**config.mk**
```make
export PLATFORM = sky130hd
export DESIGN_NAME = hazard_ctrl
export DESIGN_NICKNAME = d
export VERILOG_FILES = /design/src/rtl/hazard_ctrl.sv
export SDC_FILE = /design/constraint.sdc
export NUM_CORES = 1
export LEC_CHECK = 0
export CORE_MARGIN = 4
export CORE_UTILIZATION = 52
export CTS_BUF_LIST = sky130_fd_sc_hd__clkbuf_8
export DETAILED_ROUTE_END_ITERATION = 6
export PLACE_DENSITY = 0.9
export REMOVE_ABC_BUFFERS = 1
export SETUP_SLACK_MARGIN = 0.05
export SYNTH_ARGS = -nofsm -noshare
export SYNTH_HDL_FRONTEND = slang
export SYNTH_SLANG_ARGS = --single-unit
export TNS_END_PERCENT = 30
```
**constraint.sdc**
```tcl
create_clock -name CLK -period 2.5 [get_ports CLK]
set_input_delay 0.5 -clock CLK [delete_from_list [all_inputs] [get_ports CLK]]
set_output_delay 0.5 -clock CLK [all_outputs]
set_load 0.01 [all_outputs]
```
**src/rtl/hazard_ctrl.sv**
```systemverilog
// Pipeline sequencer for the 5-stage core: per-cycle latch en/flush/freeze and PC enable,
// resolving dmem wait, halt, EX redirect, load-use and imem miss in fixed priority. Also keeps
// halt status, a data-stall watchdog and saturating stall/flush counters.
module hazard_ctrl #(
   parameter int unsigned CNT_W          = 32,
   parameter int unsigned DSTALL_TIMEOUT = 1024
) (
   input  logic             CLK,
   input  logic             nRST,
   input  logic             ihit,
   input  logic             dhit,
   input  logic             mem_ren,
   input  logic             mem_wen,
   input  logic             mem_halt,
   input  logic             ex_redirect,
   input  logic             ex_memread,
   input  logic [4:0]       ex_rd,
   input  logic [4:0]       id_rs1,
   input  logic [4:0]       id_rs2,
   output logic             pc_en,
   output logic             ifid_en,
   output logic             ifid_flush,
   output logic             ifid_freeze,
   output logic             idex_en,
   output logic             idex_flush,
   output logic             idex_freeze,
   output logic             exmem_en,
   output logic             exmem_flush,
   output logic             exmem_freeze,
   output logic             memwb_en,
   output logic             memwb_flush,
   output logic             memwb_freeze,
   output logic             halt,
   output logic             dstall_err,
   output logic [CNT_W-1:0] stall_cnt,
   output logic [CNT_W-1:0] flush_cnt
);

   typedef enum logic [1:0] {StRun, StDstall, StHalted} state_e;

   // Per-latch control encoding {en, flush, freeze}
   localparam logic [2:0] CtlEn = 3'b100;
   localparam logic [2:0] CtlFl = 3'b010;
   localparam logic [2:0] CtlFz = 3'b001;

   localparam int unsigned WdW = $clog2(DSTALL_TIMEOUT + 1);

   state_e           state_q, state_d;
   logic             halt_q, halt_d;
   logic             err_q, err_d;
   logic [WdW-1:0]   wd_q, wd_d;
   logic [CNT_W-1:0] stall_q, stall_d;
   logic [CNT_W-1:0] flush_q, flush_d;

   logic       dstall, load_use;
   logic       pc_c;
   logic [2:0] ifid_c, idex_c, exmem_c, memwb_c;

   assign dstall   = (mem_ren | mem_wen) & ~dhit;
   assign load_use = ex_memread & (ex_rd != 5'd0) & ((ex_rd == id_rs1) | (ex_rd == id_rs2));

   // Zero-latency latch controls from current state and inputs
   always_comb begin
      pc_c    = 1'b0;
      ifid_c  = 3'b000;
      idex_c  = 3'b000;
      exmem_c = 3'b000;
      memwb_c = 3'b000;
      if (!nRST) begin
         // all controls held low while in reset
      end else if (state_q == StHalted || dstall) begin
         {ifid_c, idex_c, exmem_c, memwb_c} = {CtlFz, CtlFz, CtlFz, CtlFz};
      end else if (mem_halt) begin
         {ifid_c, idex_c, exmem_c, memwb_c} = {CtlFz, CtlFz, CtlFz, CtlEn};
      end else if (ex_redirect) begin
         pc_c = 1'b1;
         {ifid_c, idex_c, exmem_c, memwb_c} = {CtlFl, CtlFl, CtlEn, CtlEn};
      end else if (load_use) begin
         {ifid_c, idex_c, exmem_c, memwb_c} = {CtlFz, CtlFl, CtlEn, CtlEn};
      end else if (!ihit) begin
         {ifid_c, idex_c, exmem_c, memwb_c} = {CtlFl, CtlEn, CtlEn, CtlEn};
      end else begin
         pc_c = 1'b1;
         {ifid_c, idex_c, exmem_c, memwb_c} = {CtlEn, CtlEn, CtlEn, CtlEn};
      end
   end

   // Next state, status and saturating counters; HALTED holds everything until reset
   always_comb begin
      state_d = state_q;
      halt_d  = halt_q;
      err_d   = err_q;
      wd_d    = wd_q;
      stall_d = stall_q;
      flush_d = flush_q;
      if (state_q != StHalted) begin
         if (dstall) begin
            state_d = StDstall;
            stall_d = (&stall_q) ? stall_q : stall_q + 1'b1;
            wd_d    = (wd_q == WdW'(DSTALL_TIMEOUT)) ? wd_q : wd_q + 1'b1;
            err_d   = err_q | (wd_d == WdW'(DSTALL_TIMEOUT));
         end else begin
            state_d = StRun;
            wd_d    = '0;
            if (mem_halt) begin
               state_d = StHalted;
               halt_d  = 1'b1;
            end else if (ex_redirect) begin
               flush_d = (&flush_q) ? flush_q : flush_q + 1'b1;
            end else if (load_use || !ihit) begin
               stall_d = (&stall_q) ? stall_q : stall_q + 1'b1;
            end
         end
      end
   end

   // State and status registers, cleared asynchronously by nRST
   always_ff @(posedge CLK or negedge nRST) begin
      if (!nRST) begin
         state_q <= StRun;
         halt_q  <= 1'b0;
         err_q   <= 1'b0;
         wd_q    <= '0;
         stall_q <= '0;
         flush_q <= '0;
      end else begin
         state_q <= state_d;
         halt_q  <= halt_d;
         err_q   <= err_d;
         wd_q    <= wd_d;
         stall_q <= stall_d;
         flush_q <= flush_d;
      end
   end

   assign pc_en = pc_c;
   assign {ifid_en, ifid_flush, ifid_freeze}    = ifid_c;
   assign {idex_en, idex_flush, idex_freeze}    = idex_c;
   assign {exmem_en, exmem_flush, exmem_freeze} = exmem_c;
   assign {memwb_en, memwb_flush, memwb_freeze} = memwb_c;
   assign halt       = halt_q;
   assign dstall_err = err_q;
   assign stall_cnt  = stall_q;
   assign flush_cnt  = flush_q;

endmodule

```
==> out/metrics.cfg <==
[status]
status = complete, no violations

[timing]
tns_ns = 0
fin_crit_ns = 2.45
maxSlewViolCount = 0
period_share_pct = 97.9
finalSetupViolations = 0
hold_ws_ns = 0.230
finalHoldViolCount = 0
finalClockSkew_ns = 0.00996
setup_ws_ns = 0.0520
worst_pin_slew_ns = 0.632
slew_headroom_pct = 57.9
max_freq_ghz = 0.408

[clock_tree]
cts_num_sinks = 79
clock_path_buffers = 2
cts_hold_buf = 0
ctsRootBufferMaster = clkbuf_8
htree_levels = 3
cts_buffers = 9
clkSlewWorstSetupHoldPaths_ns = 0.09
cts_tree = yes
clk-insertion-delay-late_ns = 0.34

[worst_setup_path]
crit_fanout = 3
cp_data_arrival_time_ns = 1.95
criticalPathCategory = in -> out
cp-startpoint = ex_rd[2]
worstPathCellList = clkbuf_2 -> or4_4 -> o21ai_4 -> buf_6 -> nor2b_4 -> nor3_2 -> and2_1 -> buf_2
reg2reg_from = stall_cnt[5]
required_ns = 2.00
start_kind = input port
reg2regPathDepth = 7
cp-end-kind = output port
regToRegSetupSlack_ns = 0.28
crit_slowest_cell = or4_4
cpPeakStageDelay_ns = 0.52

[synth]
syn_area_um2 = 4270
synth_flop_cell = dfrtp_1
ys_types = 52
syn_inst = 426
ys_seq_area_share_pct = 46.3
synth_edf_count = 0
async_flop_share_pct = 100
syn_area_per_cell_um2 = 10.0
ys_seq_elements = 79
ys_warn_count = 0

[die]
core_area_um2 = 7850
pin_count = 103
die_y_um = 98.6
initial_utilization_pct = 54.4
design.die.area_um2 = 9720
fp.dieW_um = 98.6
rows = 32

[place]
hpwl_um = 8010
numPortBuffers = 100
place_area_um2 = 5540
gp_congestion = 0.862
pre_cts_ws_ns = -0.707
numPlacedInstances = 640

[pwr]
pwr_density_cell_nw_per_um2 = 421
max-vdd-ir-drop_uv = 263
p_leak_nw = 2.75
p_total_mw = 2.48

[finish]
layout.nets = 585
design_area_um2 = 5880
stdcell_count = 664
n_antenna_cell = 0
drive_gt1_share_pct = 17.8
fin_util_pct = 75.0
syn_to_final_growth_pct = 37.9
layout_common_cells = 79 x dfrtp_1, 74 x clkdlybuf4s50_1, 52 x nand2_1
layout_commonest_cell = dfrtp_1
fill_cells = 551

[drt]
vias = 3761
drt_iter0_markers = 178
vias_per_cell = 5.66
first_pass_iters = 4
wl_per_cell_um = 16.8
wl_um = 11200
antenna_left = 0
remaining_drc_errors = 0

[grt]
grt_pass1_wl_um = 18300
overflow = 0
antenna_found_initial = 0
grt_max_degree = 51
first_global_vias = 3839
grt_usage_pct = 22.8

[job]
max_cap_viol_count = 0

[worst_hold_path]
min_path_type = in -> async

where the power goes:
group | internal, mW | total [mW] | switching [mW]
sequential | 1.28 | 1.28 | 0
combinational | 0.0716 | 0.146 | 0.0746
clock | 0.566 | 1.05 | 0.487
timing repair:
action / CTS / global route
setup endpoints to repair: 31 / 13
gates resized for setup: 46 / 31
pin swaps: 11 / 15
buffers inserted: 5 / 3
cell type report:
type	count	area, um^2	area share, %
Tap cell	102	128	2.17
Timing Repair Buffer	136	1270	21.6
Sequential cell	79	1980	33.6
Multi-Input combinational cell	322	2250	38.3
Inverter	9	33.8	0.574
Clock buffer	9	124	2.11
Clock inverter	7	96.3	1.64
critical path, delay by kind of cell:
kind	cells	cell delay (ns)
compound gates	1	0.15
buf+inv	3	0.35
simple gates	4	0.94
Yosys cell counts (all sizes together) (4+ instances only):
cell type / instances / area, um^2
a31oi: 5 / 31.3
and2: 4 / 25.0
and3: 17 / 116
and4: 6 / 55.1
buf: 9 / 73.8
clkbuf: 8 / 30.0
dfrtp: 79 / 1980
ha: 4 / 50.1
inv: 9 / 33.8
nand2: 54 / 203
nand2b: 4 / 25.0
nand3: 17 / 85.1
nand4: 22 / 153
nor2: 22 / 82.6
nor2b: 4 / 25.0
nor3: 18 / 90.1
nor4: 14 / 155
o21ai: 23 / 115
xnor2: 40 / 350
xor2: 32 / 280
metal layers:
| layer | global-route usage (%) | up-vias | share of wire (%) |
|---|---|---|---|
| met3 | 3.40 | 28 | 4.1 |
| met4 | 6.72 | 0 | 2.5 |
| met1 | 29.3 | 1844 | 41 |
| met2 | 40.1 | 121 | 52 |
| met5 | 0 | - | 0 |
| li1 | - | 1768 | - |
flip-flops by register name, indices dropped and copies added (netlist names):
signal and cells:
dstall_err 1, stall_cnt 32, flush_cnt 32, wd_q 11, state_q 2, halt 1
worst paths after layout:
| check | end |
|---|---|
| min in group CLK | flush_cnt[19] |
| min reg2reg | flush_cnt[19] |
| max reg2reg | stall_cnt[29] |
| min | state_q[1] |
| max in group asynchronous | flush_cnt[1] |
| max | ifid_en |
cells by family after synthesis:
| family | Yosys count | synth area share [%] |
|---|---|---|
| compound gates | 47 | 7.04 |
| buf+inv | 26 | 3.23 |
| mux | 2 | 0.616 |
| simple gates | 195 | 26.7 |
| flops | 79 | 46.3 |
| other cells | 1 | 0.0879 |
| xor+xnor | 72 | 14.8 |
| fa+ha+maj | 4 | 1.17 |
(Power assumes the default switching activity.)
